**src/rtl/spi_serializer_tx.sv**
```systemverilog
// rtl/spi_serializer_tx.sv - SPI-style word serializer paced by clk_10mhz edge ticks; SPI_PARITY_EN appends an even-parity bit
module spi_serializer_tx #(
    parameter int DATA_W    = 8,
    parameter bit MSB_FIRST = 1'b1
) (
    input  logic              clk_100mhz,
    input  logic              rst_n,
    input  logic              clk_10mhz,
    input  logic [DATA_W-1:0] tx_data,
    input  logic              tx_valid,
    output logic              tx_ready,
    output logic              sclk,
    output logic              mosi,
    output logic              cs_n,
    output logic              busy,
    output logic              done
);

`ifdef SPI_PARITY_EN
    localparam int NBITS = DATA_W + 1;
`else
    localparam int NBITS = DATA_W;
`endif
    localparam int CNT_W = $clog2(NBITS);
    localparam logic [CNT_W-1:0] LAST_BIT = CNT_W'(NBITS - 1);

    typedef enum logic [1:0] {IDLE, SETUP, SHIFT, FINISH} state_t;

    state_t           state_q;
    logic [NBITS-1:0] shift_q;
    logic [NBITS-1:0] shift_d;
    logic [NBITS-1:0] frame_d;
    logic [CNT_W-1:0] bit_cnt_q;
    logic             clk_prev_q;
    logic             tx_ready_q, sclk_q, mosi_q, cs_n_q, busy_q, done_q;
    logic             rise_t, fall_t, first_bit, next_bit;

    // clk_10mhz shares the clk_100mhz domain, so a single delay register gives clean ticks
    assign rise_t =  clk_10mhz & ~clk_prev_q;
    assign fall_t = ~clk_10mhz &  clk_prev_q;

    // Parity always travels last, so it sits at the end opposite the first data bit
    always_comb begin
`ifdef SPI_PARITY_EN
        if (MSB_FIRST) frame_d = {tx_data, ^tx_data};
        else           frame_d = {^tx_data, tx_data};
`else
        frame_d = tx_data;
`endif
        if (MSB_FIRST) begin
            first_bit = frame_d[NBITS-1];
            shift_d   = {shift_q[NBITS-2:0], 1'b0};
            next_bit  = shift_d[NBITS-1];
        end else begin
            first_bit = frame_d[0];
            shift_d   = {1'b0, shift_q[NBITS-1:1]};
            next_bit  = shift_d[0];
        end
    end

    always_ff @(posedge clk_100mhz or negedge rst_n) begin
        if (!rst_n) begin
            state_q    <= IDLE;
            shift_q    <= '0;
            bit_cnt_q  <= '0;
            clk_prev_q <= 1'b0;
            tx_ready_q <= 1'b1;
            sclk_q     <= 1'b0;
            mosi_q     <= 1'b0;
            cs_n_q     <= 1'b1;
            busy_q     <= 1'b0;
            done_q     <= 1'b0;
        end else begin
            clk_prev_q <= clk_10mhz;
            done_q     <= 1'b0;
            case (state_q)
                IDLE: begin
                    if (tx_valid && tx_ready_q) begin
                        shift_q    <= frame_d;
                        mosi_q     <= first_bit;
                        cs_n_q     <= 1'b0;
                        tx_ready_q <= 1'b0;
                        busy_q     <= 1'b1;
                        bit_cnt_q  <= '0;
                        state_q    <= SETUP;
                    end
                end
                SETUP: begin
                    if (fall_t) state_q <= SHIFT;
                end
                SHIFT: begin
                    if (rise_t) begin
                        sclk_q <= 1'b1;
                    end else if (fall_t) begin
                        sclk_q    <= 1'b0;
                        bit_cnt_q <= bit_cnt_q + 1'b1;
                        if (bit_cnt_q == LAST_BIT) begin
                            state_q <= FINISH;
                        end else begin
                            shift_q <= shift_d;
                            mosi_q  <= next_bit;
                        end
                    end
                end
                FINISH: begin
                    // Half a bit period of hold after the last falling edge before releasing cs_n
                    if (rise_t) begin
                        cs_n_q     <= 1'b1;
                        mosi_q     <= 1'b0;
                        done_q     <= 1'b1;
                        tx_ready_q <= 1'b1;
                        busy_q     <= 1'b0;
                        state_q    <= IDLE;
                    end
                end
                default: state_q <= IDLE;
            endcase
        end
    end

    assign tx_ready = tx_ready_q;
    assign sclk     = sclk_q;
    assign mosi     = mosi_q;
    assign cs_n     = cs_n_q;
    assign busy     = busy_q;
    assign done     = done_q;

endmodule

```
**config.mk**
```make
export PLATFORM = sky130hd
export DESIGN_NAME = spi_serializer_tx
export DESIGN_NICKNAME = d
export VERILOG_FILES = /design/src/rtl/spi_serializer_tx.sv
export SDC_FILE = /design/constraint.sdc
export NUM_CORES = 1
export LEC_CHECK = 0
export BUFFER_PORTS_ARGS = -buffer_cell sky130_fd_sc_hd__buf_2
export CAP_MARGIN = 20
export CELL_PAD_IN_SITES_DETAIL_PLACEMENT = 1
export CELL_PAD_IN_SITES_GLOBAL_PLACEMENT = 2
export CORE_ASPECT_RATIO = 1.4
export CORE_MARGIN = 1.5
export CORE_UTILIZATION = 31
export DETAILED_ROUTE_END_ITERATION = 16
export PLACE_DENSITY = 0.81
export SKIP_LAST_GASP = 1
export SLEW_MARGIN = 30
export SYNTH_ARGS = -nofsm -noshare
export SYNTH_HDL_FRONTEND = slang
export SYNTH_SLANG_ARGS = --single-unit
```
**constraint.sdc**
```tcl
create_clock -name clk_100mhz -period 1.8 [get_ports clk_100mhz]
set_clock_uncertainty 0.1 [all_clocks]
set_input_delay 0.27 -clock clk_100mhz [delete_from_list [all_inputs] [get_ports clk_100mhz]]
set_output_delay 0.27 -clock clk_100mhz [all_outputs]
set_load 0.02 [all_outputs]
```
# [After elaboration in Yosys (flattened, before gate mapping)]
# Cells that the tools add are included.
[classes] n_addsub=1 n_eq_ne=11 n_mux=31 n_bitwise=4 n_reduce_logical=12
[op_table] cell="$mux W7" n=4
[op_table] cell="$ne A2 B2 Y1 const B" n=7
[op_table] cell="$pmux W7 S2" n=1
[op_table] cell="$mux W1" n=12
[op_table] cell="$mux W2" n=6
[op_table] cell="$reduce_and A6 Y1" n=2
[op_table] cell="$mux W3" n=3
[op_table] cell="$pmux W2 S4" n=1
[op_table] cell="$pmux W3 S2" n=1
[op_table] cell="$reduce_bool A2 Y1" n=3
[op_table] cell="$reduce_and A5 Y1" n=1
[op_table] cell="$eq A2 B2 Y1 const B" n=2
[op_table] cell="$pmux W1 S2" n=2
[op_table] cell="$reduce_and A4 Y1" n=1
[op_table] cell="$add A3 B1 Y3 const B" n=1
[op_table] cell="$eq A3 B3 Y1 const B" n=1
[op_table] cell="$pmux W1 S3" n=1
[op_table] cell="$reduce_and A3 Y1" n=1
[op_table] cell="$reduce_bool A3 Y1" n=1
[op_table] cell="$and A1 B1 Y1" n=2
[op_table] cell="$eq A2 B1 Y1 const B" n=1
[op_table] cell="$logic_not A2 Y1" n=1
[op_table] cell="$not A1 Y1" n=2
[op_table] cell="$reduce_and A2 Y1" n=1
[op_table] cell="$logic_and A1 B1 Y1" n=1
[word_totals] regBits=18 inputBits=12 out_inout_bits=6 word_cells=68

# [Depth between registers and ports, before layout]
[depth] ltp_word=5 ltp_mapped=7

# [Worst setup path before layout]
# OpenSTA, ideal clock, no wires.
[synth_timing] path_kind="register to register" start="reg state_q[0]" end="reg mosi_q, in the netlist mosi" t_arrival_ps=1503 required_ps=1572 slack_ps=70 path_stages_with_launch=7 path_buffers=0 cell_sequence="dfrtp_1 inv_1 ha_1 nand2_2 nand2_2 a2111oi_4 mux2_1"
[synth_between] elab_chain_cells=3
[synth_lines] item="start, declared" line="29" text="state_t state_q;"
[synth_lines] item="start signal, assigned" line="63" text="state_q <= IDLE;"
[synth_lines] item="start signal, assigned" line="85" text="state_q <= SETUP;"
[synth_lines] item="start signal, assigned" line="89" text="if (fall_t) state_q <= SHIFT;"
[synth_lines] item="$eq A2 B2 Y1 / $logic_not A2 Y1 (equally long branches)" line="76" text="case (state_q)"
[synth_lines] item="$ne A2 B2 Y1 (no line) / $reduce_bool A3 Y1 (equally long branches)"
[synth_lines] item="$reduce_and A6 Y1 (no line)"
[synth_lines] item="end signal, assigned" line="80" text="mosi_q <= first_bit;"
[synth_lines] item="end signal, assigned" line="101" text="mosi_q <= next_bit;"
[synth_lines] item="end, declared" line="35" text="logic tx_ready_q, sclk_q, mosi_q, cs_n_q, busy_q, done_q;"
# Several ways; a longest one is shown, not always the timed one.
# A chain may end at the register's enable or synchronous reset.

# [Final worst setup path]
[layout_timing] start="reg state_q[1]" end="reg state_q[1]"
[layout_between] elab_chain_cells=3
[layout_lines] item="$eq A2 B2 Y1 (tied with other cells)" line="76"
[layout_lines] item="$ne A2 B2 Y1 (no line)"
[layout_lines] item="$reduce_and A6 Y1 (no line)"
# Several ways; a longest one is shown, not always the timed one.

==> metrics.md <==
| Metric | Value |
|---|---|
| Worst setup slack after layout | 0.0541 ns |
| Synth area leaders | dfrtp_1, ha_1, mux2i_1 |
| Pin count of the biggest net entering global routing | 19 |
| Internal power | 1.45 mW |
| Io pins | 18 |
| Met2 Routed Length | 1350 um |
| Routed wire length on met3 | 80 um |
| Met1 WL | 897 um |
| Global-route wire length before repair | approximately 4000 um |
| Switching power total | 975 uW |
| Critical register-to-register path endpoint | state_q[1] |
| Initial standard-cell utilization of the core | 0.332 |
| Crit path arrival time | 1.80 ns |
| Endpoint of the worst hold path | clk_prev_q |
| Final Cell Area | between 0.001 and 0.0015 mm2 |
| Number of flip-flops in the largest register | 7 |
| Smallest hold slack | roughly 0.048 ns |
| Final critical-path required period | 1.75 ns |
| Status | complete, no violations |
| Maximum capacitance violations | 0 |
| Detail-routed net length per standard cell | 14.1 um |
| All-layer global routing usage | 0.151 |
| Die footprint | 0.00374 mm2 |
| Total of endpoints with negative setup slack in the final report | 0 |
| Type of element capturing the critical path | flip-flop |
| Largest reg by FF count | shift_q |
| Relative max-transition margin | 0.717 |
| Maximum vdd drop | 0.833 mV |
| Flip-flop cell with the highest count after synthesis | dfrtp_1 |
| Power per standard cell area | ~1800 mW/mm2 |
| Worst Reg-to-Reg Cells | 6 |
| Cell area after synthesis | 0.00105 mm2 |
| Clk slew on worst S/H paths | about 0.07 ns |
| Number of diodes | 0 |
| Crit Path Category | flip-flop to flip-flop |
| Worst reg2reg setup slack | 0.05 ns |
| CTS Root Buffer Type | clkbuf_8 |
| Syn avg cell area | around 10 um2 |
| Chip width | 52.1 um |
| Clock insertion delay at the later pin of the skew report | 0.26 ns |
| Via-to-Cell Ratio | 4.71 |
| Slowest CP cell | dfrtp_1 |
| Number of search-and-repair iterations in the first detailed-routing pass | 4 |
| Final RePlAce weighted congestion | 0.754 |
| Total CTS buffers | 3 |
| Post-layout util | 0.426 |
| Switching fraction of total power | 0.403 |
| Residual antenna-violating net count after detailed routing | 0 |
| Sequential element share of the synthesized area | 0.432 |
| Syn nets | 123 |
| Hold Crit Depth | 1 |
| Core region area | between 0.003 and 0.004 mm2 |
| Relative contribution of combinational cells to total power | 0.584 |
| Pre-CTS worst setup slack | -0.0706 ns |
| Via count of the first global-routing pass | 896 |
| Global route overflow | 0 |
| Number of antenna violations at the first check in global routing | 0 |
| Total leakage power | 0.658 nW |
| Share of cells above drive strength 1 | 0.379 |
| Pins Over Slew Limit | 0 |
| DRC violations left | 0 |
| Hold Fails Final Rpt | 0 |
| Clock Sink Count | 18 |
| Bufs on Longest Clock Path | 2 |
| Instance area after placement | between 0.001 and 0.0015 mm2 |
| IO Port Bufs | 17 |
| Number of synthesized flops with an enable pin | 0 |
| Share of the clock period used by the worst path after layout | 0.970 |
| Launch instance of the worst min-delay path | clk_10mhz |
| Ys Warns | 0 |
| Post-synth top area share | 0.407 |
| Critical register-to-register path startpoint | state_q[1] |
| Highest Clock Rate | 0.573 GHz |
| Element type at the critical path start | flip-flop |
| Post-synthesis async set-or-reset flop share | 1.00 |
| Flops & latches, synth | 18 |
| Delay of the slowest cell on the worst path | between 0.4 and 0.5 ns |
| Routed vias | 806 |
| Layout Area Growth over Synthesis | 28.3% |
| Cell chain of the critical path | inv_2 > ha_1 > a21bo_4 > o21ai_4 > nor3_4 > mux2_4 |
| Highest net fanout along the worst path | 4 |
| Setup repair after global routing missed its margin | true |
| Routed wire length | 2420 um |
| Worst Hold Class | primary input to flip-flop |
| Measured slew at the worst slew-check pin | 0.424 ns |
| Registers with the highest flip-flop counts | shift_q (7), bit_cnt_q (3), state_q (2) |
| Sequential power share | 0.275 |
| CTS HTree Levels | 1 |
| First DRT Iteration DRCs | 4 |
| Chip Height | 71.7 um |
| Highest routed metal layer | met4 |
| CTS tree | built |
| WP data required | around 1.9 ns |
| HPWL reported at the end of detailed placement | about 1800 um |
| Netlist cell types | 29 |
| Row count | 24 |
| Net count of the finished layout | 155 |
| Number of standard cells after synthesis | 101 |
| Proportion of power drawn by the clock network | 0.141 |
| Post-synth top area cell | dfrtp_1 |
cell usage in the layout (no fill, tap or decap), types with 2 or more instances in the layout:
cell type,count
dfrtp_1,17
buf_2,17
nand2_1,16
buf_4,11
mux2i_1,9
inv_1,8
o21ai_1,7
ha_1,6
ha_2,4
clkbuf_8,4
inv_2,3
nor2_1,3
o21ai_0,3
nor2b_1,2
nand2_2,2
mux2_1,2
a21oi_1,2
metrics by stage:
stage | TNS [ns] | std cells | total power [mW]
after detailed placement | -0.134 | 163 | 1.98
after CTS | -0.0217 | 171 | 2.40
after floorplan | 0 | 101 | 1.58
after global placement | 0 | 163 | 1.92
final | 0 | 171 | 2.42
after global routing | -0.0235 | 171 | 2.63
power groups by stage:
stage	sequential (mW)	clock, mW	combinational (mW)
after floorplan	0.701	0	0.876
after global placement	0.663	0	1.25
after detailed placement	0.675	0	1.30
after CTS	0.667	0.351	1.39
after global routing	0.686	0.361	1.59
final	0.666	0.342	1.41
cells by family (layout without fill, tap and decap cells):
kind of cell / count (synthesis) / count (layout) / share of synthesized area
AOI/OAI and AO/OA: 19 / 19 / 0.142
adders and majority gates: 10 / 10 / 0.120
buffers and inverters: 14 / 45 / 0.0586
DFF: 18 / 18 / 0.432
muxes: 12 / 12 / 0.122
and+or+nand+nor: 28 / 28 / 0.126
worst max path at each step:
| stage | slack (ns) | cells after the start | startpoint | end |
|---|---|---|---|---|
| detailed placement | -0.07 | 6 | state_q[1] | state_q[1] |
| floorplan | 0.07 | 6 | state_q[0] | mosi |
| CTS | -0.01 | 6 | state_q[0] | mosi |
| finish | 0.05 | 6 | state_q[1] | state_q[1] |
| global route | -0.02 | 6 | state_q[1] | mosi |
| global placement | 0.01 | 6 | state_q[1] | state_q[1] |
layer usage:
metal  vias to the layer above  global-route usage
li1                        398                   -
met1                       382               0.147
met2                        19               0.280
met3                         7              0.0250
met4                         0              0.0936
met5                         -                   0
synth_stat cells (2+ instances only):
cell / n
ha_1: 10
buf_4: 2
nor2b_1: 2
inv_1: 10
nand2_1: 16
dfrtp_1: 17
mux2i_1: 9
o21ai_0: 3
o21ai_1: 7
nor2_1: 3
mux2_1: 2
nand2_2: 2
a21oi_1: 2
what timing repair did:
action / 4_1_cts / 5_1_grt
hold buffers: 1 / 0
setup endpoints to repair: 3 / 12
buffers inserted: 3 / 0
hold endpoints to repair: 17 / 0
pin swaps: 1 / 1
gates resized for setup: 2 / 7
critical path: cells and delay by family (launching register included):
| kind | cells | cell delay, ns |
|---|---|---|
| flip-flops | 1 | 0.41 |
| multiplexers | 1 | 0.32 |
| AND/OR/NAND/NOR | 1 | 0.23 |
| AO/OA/AOI/OAI | 2 | 0.30 |
| buffers and inverters | 1 | 0.07 |
| adder cells (fa/ha/maj) | 1 | 0.20 |
area by class of cell:
type | instances | area [um2]
clock buffer | 4 | 55.1
fill | 371 | 1810
sequential | 18 | 452
tap | 39 | 48.8
multi-input combinational | 69 | 557
inverter | 11 | 41.3
timing repair buffer | 30 | 189
Note: power is estimated with default switching activity, not from simulation.
